`src/rtl/gsim_seq_ctrl_if.sv`:
```
// Handshake bundle between the Gauss-Seidel sequencer and its environment:
// operand load stream, operand store writes, iteration core control and result readout.
interface gsim_seq_ctrl_if;
   logic        in_en;
   logic        mode;
   logic [15:0] data_i;
   logic        wr_en;
   logic [5:0]  wr_addr;
   logic [15:0] wr_data;
   logic        core_start;
   logic        rhs_sel;
   logic [2:0]  col_idx;
   logic        core_done;
   logic        rd_en;
   logic [5:0]  rd_addr;
   logic [31:0] rd_data;
   logic        out_valid;
   logic [7:0]  data_o;

   modport master (
      input  in_en, mode, data_i, core_done, rd_data,
      output wr_en, wr_addr, wr_data, core_start, rhs_sel, col_idx,
             rd_en, rd_addr, out_valid, data_o
   );

   modport slave (
      output in_en, mode, data_i, core_done, rd_data,
      input  wr_en, wr_addr, wr_data, core_start, rhs_sel, col_idx,
             rd_en, rd_addr, out_valid, data_o
   );
endinterface

```
`src/rtl/gsim_seq_ctrl.sv`:
```
// Top-level sequencer of the Gauss-Seidel machine: loads A/b, drives the sweep
// schedule of the iteration core and streams 32-bit results out as bytes.
module gsim_seq_ctrl #(
   parameter int N        = 8,
   parameter int A_WORDS  = 32,
   parameter int B_WORDS  = 4,
   parameter int ITER_MAX = 16
) (
   input logic            clk,
   input logic            reset,
   gsim_seq_ctrl_if.master bus
);

   localparam int          SW      = $clog2(ITER_MAX + 1);
   localparam logic [5:0]  LAST_M0 = 6'(A_WORDS + B_WORDS - 1);
   localparam logic [5:0]  LAST_M1 = 6'(A_WORDS - 1);
   localparam logic [5:0]  WORD_M0 = 6'(N - 1);
   localparam logic [5:0]  WORD_M1 = 6'(N * N - 1);
   localparam logic [2:0]  COL_END = 3'(N - 1);
   localparam logic [SW-1:0] SWEEP_END = SW'(ITER_MAX - 1);

   typedef enum logic [2:0] {
      IDLE,
      LOAD,
      START,
      WAIT,
      OUT,
      DONE
   } state_t;

   state_t        state_q, state_d;
   logic [5:0]    cnt_q, cnt_d;
   logic [SW-1:0] sweep_q, sweep_d;
   logic [2:0]    col_q, col_d;
   logic          mode_q, mode_d;
   logic [1:0]    byte_q, byte_d;
   logic [5:0]    word_q, word_d;
   logic [31:0]   shift_q, shift_d;
   logic          core_start_q, core_start_d;
   logic          rhs_sel_q, rhs_sel_d;
   logic          rd_en_q, rd_en_d;
   logic [5:0]    rd_addr_q, rd_addr_d;
   logic          out_valid_q, out_valid_d;

   logic          accept;
   logic          mode_eff;
   logic [5:0]    load_last;
   logic [5:0]    last_word;

   // The first word decides the problem size, so IDLE looks at the live mode input.
   assign mode_eff  = (state_q == IDLE) ? bus.mode : mode_q;
   assign load_last = mode_eff ? LAST_M1 : LAST_M0;
   assign last_word = mode_q ? WORD_M1 : WORD_M0;
   assign accept    = bus.in_en & ((state_q == IDLE) | (state_q == LOAD));

   assign bus.wr_en      = accept & ~reset;
   assign bus.wr_addr    = (bus.wr_en && state_q == LOAD) ? cnt_q : 6'd0;
   assign bus.wr_data    = bus.data_i;
   assign bus.core_start = core_start_q;
   assign bus.rhs_sel    = rhs_sel_q;
   assign bus.col_idx    = col_q;
   assign bus.rd_en      = rd_en_q;
   assign bus.rd_addr    = rd_addr_q;
   assign bus.out_valid  = out_valid_q;
   assign bus.data_o     = out_valid_q ? shift_q[31:24] : 8'd0;

   always_comb begin
      state_d     = state_q;
      cnt_d       = cnt_q;
      sweep_d     = sweep_q;
      col_d       = col_q;
      mode_d      = mode_q;
      byte_d      = byte_q;
      word_d      = word_q;
      shift_d     = shift_q;
      rd_addr_d   = rd_addr_q;
      rd_en_d     = 1'b0;
      out_valid_d = out_valid_q;

      unique case (state_q)
         IDLE: begin
            if (bus.in_en) begin
               mode_d  = bus.mode;
               cnt_d   = 6'd1;
               state_d = (load_last == 6'd0) ? START : LOAD;
            end
         end
         LOAD: begin
            if (bus.in_en) begin
               cnt_d = cnt_q + 6'd1;
               if (cnt_q == load_last) begin
                  state_d = START;
               end
            end
         end
         START: begin
            state_d = WAIT;
         end
         WAIT: begin
            if (bus.core_done) begin
               sweep_d = sweep_q + 1'b1;
               state_d = START;
               if (sweep_q == SWEEP_END) begin
                  if (!mode_q || col_q == COL_END) begin
                     state_d   = OUT;
                     rd_en_d   = 1'b1;
                     rd_addr_d = 6'd0;
                     word_d    = 6'd0;
                  end else begin
                     col_d   = col_q + 3'd1;
                     sweep_d = '0;
                  end
               end
            end
         end
         OUT: begin
            // Before the burst: the entry cycle issues the read, the next one captures it.
            if (!out_valid_q) begin
               if (!rd_en_q) begin
                  shift_d     = bus.rd_data;
                  out_valid_d = 1'b1;
                  byte_d      = 2'd0;
               end
            end else if (byte_q == 2'd3) begin
               if (word_q == last_word) begin
                  out_valid_d = 1'b0;
                  shift_d     = 32'd0;
                  state_d     = DONE;
               end else begin
                  shift_d = bus.rd_data;
                  word_d  = word_q + 6'd1;
                  byte_d  = 2'd0;
               end
            end else begin
               shift_d = {shift_q[23:0], 8'h00};
               byte_d  = byte_q + 2'd1;
               if (byte_q == 2'd0 && word_q != last_word) begin
                  rd_en_d   = 1'b1;
                  rd_addr_d = word_q + 6'd1;
               end
            end
         end
         DONE: begin
            state_d = DONE;
         end
         default: begin
            state_d = IDLE;
         end
      endcase

      core_start_d = (state_d == START);
      rhs_sel_d    = ((state_d == START) || (state_d == WAIT)) ? mode_d : 1'b0;
   end

   always_ff @(posedge clk) begin
      if (reset) begin
         state_q      <= IDLE;
         cnt_q        <= '0;
         sweep_q      <= '0;
         col_q        <= '0;
         mode_q       <= 1'b0;
         byte_q       <= '0;
         word_q       <= '0;
         shift_q      <= '0;
         core_start_q <= 1'b0;
         rhs_sel_q    <= 1'b0;
         rd_en_q      <= 1'b0;
         rd_addr_q    <= '0;
         out_valid_q  <= 1'b0;
      end else begin
         state_q      <= state_d;
         cnt_q        <= cnt_d;
         sweep_q      <= sweep_d;
         col_q        <= col_d;
         mode_q       <= mode_d;
         byte_q       <= byte_d;
         word_q       <= word_d;
         shift_q      <= shift_d;
         core_start_q <= core_start_d;
         rhs_sel_q    <= rhs_sel_d;
         rd_en_q      <= rd_en_d;
         rd_addr_q    <= rd_addr_d;
         out_valid_q  <= out_valid_d;
      end
   end

endmodule

```
`src/flat_wrapper.sv`:
```
// flat-port wrapper written by rule: the top's interface ports become plain ports
module gsim_seq_ctrl_flat 
#(
   parameter int N        = 8,
   parameter int A_WORDS  = 32,
   parameter int B_WORDS  = 4,
   parameter int ITER_MAX = 16
)
  (clk, reset, bus_in_en, bus_mode, bus_data_i, bus_core_done, bus_rd_data, bus_wr_en, bus_wr_addr, bus_wr_data, bus_core_start, bus_rhs_sel, bus_col_idx, bus_rd_en, bus_rd_addr, bus_out_valid, bus_data_o);
  gsim_seq_ctrl_if bus_i ();
  input logic clk;
  input logic reset;
  input wire logic [$bits(bus_i.in_en)-1:0] bus_in_en;
  input wire logic [$bits(bus_i.mode)-1:0] bus_mode;
  input wire logic [$bits(bus_i.data_i)-1:0] bus_data_i;
  input wire logic [$bits(bus_i.core_done)-1:0] bus_core_done;
  input wire logic [$bits(bus_i.rd_data)-1:0] bus_rd_data;
  output wire logic [$bits(bus_i.wr_en)-1:0] bus_wr_en;
  output wire logic [$bits(bus_i.wr_addr)-1:0] bus_wr_addr;
  output wire logic [$bits(bus_i.wr_data)-1:0] bus_wr_data;
  output wire logic [$bits(bus_i.core_start)-1:0] bus_core_start;
  output wire logic [$bits(bus_i.rhs_sel)-1:0] bus_rhs_sel;
  output wire logic [$bits(bus_i.col_idx)-1:0] bus_col_idx;
  output wire logic [$bits(bus_i.rd_en)-1:0] bus_rd_en;
  output wire logic [$bits(bus_i.rd_addr)-1:0] bus_rd_addr;
  output wire logic [$bits(bus_i.out_valid)-1:0] bus_out_valid;
  output wire logic [$bits(bus_i.data_o)-1:0] bus_data_o;
  assign bus_i.in_en = bus_in_en;
  assign bus_i.mode = bus_mode;
  assign bus_i.data_i = bus_data_i;
  assign bus_i.core_done = bus_core_done;
  assign bus_i.rd_data = bus_rd_data;
  assign bus_wr_en = bus_i.wr_en;
  assign bus_wr_addr = bus_i.wr_addr;
  assign bus_wr_data = bus_i.wr_data;
  assign bus_core_start = bus_i.core_start;
  assign bus_rhs_sel = bus_i.rhs_sel;
  assign bus_col_idx = bus_i.col_idx;
  assign bus_rd_en = bus_i.rd_en;
  assign bus_rd_addr = bus_i.rd_addr;
  assign bus_out_valid = bus_i.out_valid;
  assign bus_data_o = bus_i.data_o;
  gsim_seq_ctrl #(.N(N), .A_WORDS(A_WORDS), .B_WORDS(B_WORDS), .ITER_MAX(ITER_MAX)) u_core (.clk(clk), .reset(reset), .bus(bus_i));
endmodule
```
`config.mk`:
```
export PLATFORM = sky130hd
export DESIGN_NAME = gsim_seq_ctrl_flat
export DESIGN_NICKNAME = d
export VERILOG_FILES = /design/src/rtl/gsim_seq_ctrl_if.sv /design/src/rtl/gsim_seq_ctrl.sv /design/src/flat_wrapper.sv
export SDC_FILE = /design/constraint.sdc
export NUM_CORES = 1
export LEC_CHECK = 0
export CORE_ASPECT_RATIO = 1.4
export CORE_UTILIZATION = 30
export DETAILED_ROUTE_END_ITERATION = 8
export GPL_TIMING_DRIVEN = 1
export PLACE_DENSITY = 0.57
export RECOVER_POWER = 25
export SYNTH_ARGS = -nofsm -noshare
export SYNTH_HDL_FRONTEND = slang
export SYNTH_SLANG_ARGS = --single-unit
```
`constraint.sdc`:
```
create_clock -name clk -period 2.8 [get_ports clk]
set_input_delay 0.84 -clock clk [delete_from_list [all_inputs] [get_ports clk]]
set_output_delay 0.84 -clock clk [all_outputs]
set_load 0.02 [all_outputs]
```
==> flow_summary.json <==
{
  "final_area_um2": 4510,
  "critPathLaunchType": "primary input",
  "post-route-util_pct": 39.4,
  "wl_um": 8940,
  "intPower_w": 0.00173,
  "grt_first_pass_wirelength_um": 14900,
  "rsz0062_at_grt": "false",
  "finish.net_count": 518,
  "power_frac_clock_pct": 50.1,
  "path_max_fanout": 6,
  "drt-wirelength-per-cell_um": 14.7,
  "antenna_cells": 0,
  "reg2reg_depth": 5,
  "dr.first_iter.drc_count": 117,
  "async_reset_ff_share_pct": 0,
  "reg2reg_from": "u_core.state_q[2]$_SDFF_PP0_",
  "synthXorXnorAreaFrac_pct": 2.69,
  "synth.area.mux_share_pct": 4.37,
  "clockBufferDepth": 2,
  "cts_root_buffer": "clkbuf_16",
  "dpl-instance-area_um2": 4250,
  "setup_violations": 0,
  "postSynthAreaPerCell_um2": 8.63,
  "yosys.area_share.simple_pct": 22.6,
  "tns_ns": 0,
  "vias": 3180,
  "clock_latency_ns": 0.33,
  "cts_tree": "yes",
  "viasPerCell": 5.24,
  "yosysTopAreaCell": "dfxtp_1",
  "crit_type": "primary input to primary output",
  "fin_worst_skew_ns": 0.00671,
  "critPathLaunch": "bus_in_en",
  "grt_antenna_before_repair": 0,
  "synth_fa_ha_area_share_pct": 2.44,
  "endpoint_kind": "primary output",
  "syn_area_um2": 3580,
  "p_leak_nw": 1.61,
  "core-area_um2": 11500,
  "cts.sinks": 68,
  "worst_ep_required_time_ns": 1.96,
  "synth_warnings": 0,
  "min_path_type": "register to register",
  "yosysSeqAreaShare_pct": 38.0,
  "arrival_ns": 1.80,
  "grt_overflow": 0,
  "drive_above_1_share_pct": 11.4,
  "hold_start": "u_core.bus.rd_addr[1]$_SDFFE_PP0P_",
  "die_x_um": 94.4,
  "row_count": 46,
  "boundaryPins": 97,
  "drtAntennaViolNets": 0,
  "fill_cells": 1148,
  "status": "finished clean",
  "synthTopCellsByArea": "dfxtp_1 (38%), nand3_1 (6.8%), a221oi_1 (5.9%), o21ai_0 (4.9%), a21oi_1 (3.6%)",
  "ys_ff_latch": 68,
  "port_buffers": 64,
  "multi_input_area_um2": 1910,
  "numCtsBuffers": 9,
  "whs_path_depth": 2,
  "grt_pass1_vias": 3122,
  "synth_most_common_cell": "dfxtp_1",
  "synth_cell_types": 53,
  "ys_top_cells_by_count": "dfxtp_1 (68), nand3_1 (49), o21ai_0 (35), a21oi_1 (26), a221oi_1 (24)",
  "drv_slew": 0,
  "relSlewSlack_pct": 26.0,
  "area_growth_pct": 26.0,
  "netSwitchingFraction_pct": 22.1,
  "ctsHoldBuffers": 0,
  "fmax_ghz": 0.379,
  "synth-edff-count": 0,
  "die_area_um2": 12400,
  "start_util_pct": 31.3,
  "fin_crit_sh_pct": 94.3,
  "synth_top_flop_cell": "dfxtp_1",
  "final_hold_viol_count": 0,
  "p_per_area_nw_per_um2": 492,
  "drtPass1Iterations": 4,
  "synth_top_family_by_area": "simple AND/OR/NAND/NOR gates",
  "p_seq_share_pct": 44.1,
  "synthesis.nets": 475,
  "drv_cap": 0,
  "synth-compound-area-share_pct": 21.2,
  "synth_top_area_share_pct": 38.0,
  "period_needed_ns": 2.64,
  "clk_pin_slew_ns": 0.05,
  "worst_pin_slew_ns": 1.11,
  "pre_cts_slack_ns": -0.722,
  "power_frac_comb_pct": 5.8,
  "seq_area_um2": 1360,
  "drc": 0,
  "grt_max_degree": 50,
  "dp_hpwl_um": 6050,
  "gp_congestion": 0.786,
  "vdd_drop_max_uv": 305,
  "syn-instance-count": 415,
  "p_switching_w": 0.000490,
  "worst_slack_ns": 0.160,
  "grtUsageTotal_pct": 15.2,
  "h-tree-depth": 3,
  "fp.dieH_um": 131
}
==> critical path, cell delays in order <==
cell	delay [ns]
dlygate4sd2_1	0.25
nor3b_4	0.21
and3_4	0.24
and2_1	0.13
buf_4	0.13
==> sequential cells by signal (all words and copies together), names as in the netlist <==
register and count:
u_core.bus.core_start 1, u_core.bus.rd_addr 6, u_core.bus.col_idx 3, u_core.bus.rd_en 1, u_core.sweep_q 5, u_core.bus.out_valid 1, u_core.cnt_q 6, u_core.shift_q 32
u_core.bus.rhs_sel 1, u_core.word_q 6, u_core.mode_q 1, u_core.byte_q 2, u_core.state_q 3
==> layout make-up <==
| cell class | count | share of cell area [%] |
|---|---|---|
| repair buffers | 82 | 16.5 |
| flip-flops and latches | 68 | 30.2 |
| inverters | 6 | 0.499 |
| clock inverters | 6 | 1.44 |
| multi-input cells | 291 | 42.4 |
| well taps | 144 | 3.99 |
| clock buffers | 10 | 5.07 |
==> timing repair <==
action	in CTS	in global routing
setup endpoints to repair	7	0
setup buffers	0	0
gates resized for setup	41	0
==> path summary, 6_finish.rpt <==
path,to,slack [ns]
worst min-delay path,u_core.bus.rd_addr[1]$_SDFFE_PP0P_,0.46
worst min register to register,u_core.bus.rd_addr[1]$_SDFFE_PP0P_,0.46
worst max-delay path,bus_wr_addr[3],0.16
worst max register to register,u_core.shift_q[10]$_SDFFE_PP0P_,0.37
==> through the flow <==
step / std cells / hold WS (ns) / power, W
after global placement: 591 / 0.450 / 0.00113
after detailed placement: 591 / 0.455 / 0.00113
after global routing: 607 / 0.494 / 0.00231
after CTS: 607 / 0.466 / 0.00225
after floorplan: 415 / 0.445 / 0.00108
final: 607 / 0.463 / 0.00222
==> layout by cell type (no fill, tap or decap), types with 3 or more instances in the layout <==
| cell type | instances |
|---|---|
| o21ai_0 | 35 |
| nor2_1 | 23 |
| buf_4 | 21 |
| a211oi_1 | 5 |
| a21o_1 | 3 |
| nand2_1 | 19 |
| a21oi_1 | 26 |
| clkbuf_16 | 9 |
| ha_1 | 7 |
| nor2b_1 | 4 |
| a31oi_1 | 3 |
| nand4_1 | 7 |
| and2_1 | 14 |
| clkbuf_1 | 3 |
| nor3_1 | 7 |
| clkdlybuf4s50_1 | 54 |
| inv_1 | 6 |
| mux2i_1 | 13 |
| nand3_1 | 49 |
| xnor2_1 | 5 |
| a221oi_1 | 24 |
| and4b_1 | 3 |
| dfxtp_1 | 68 |
| xor2_1 | 6 |
==> layer usage <==
layer / GRT usage [%] / part of all wire (%)
met5: 0 / 0
met4: 6.58 / 2.2
met3: 4.17 / 6.6
met1: 18.8 / 44
met2: 24.1 / 47
==> cell families (layout without fill, tap and decap cells) <==
group,after synthesis,in the layout
mux,15,15
buf+inv,56,104
flops,68,68
fa+ha+maj,7,7
xor+xnor,11,11
simple gates,149,149
compound gates,109,109
==> power by group through the flow <==
stage / combinational, W / sequential, W / clock (W)
floorplan: 0.0000807 / 0.000999 / 0
global placement: 0.000130 / 0.000999 / 0
detailed placement: 0.000130 / 0.000999 / 0
CTS: 0.000131 / 0.000978 / 0.00114
global route: 0.000139 / 0.000978 / 0.00119
finish: 0.000128 / 0.000978 / 0.00111
(Power assumes the default switching activity.)
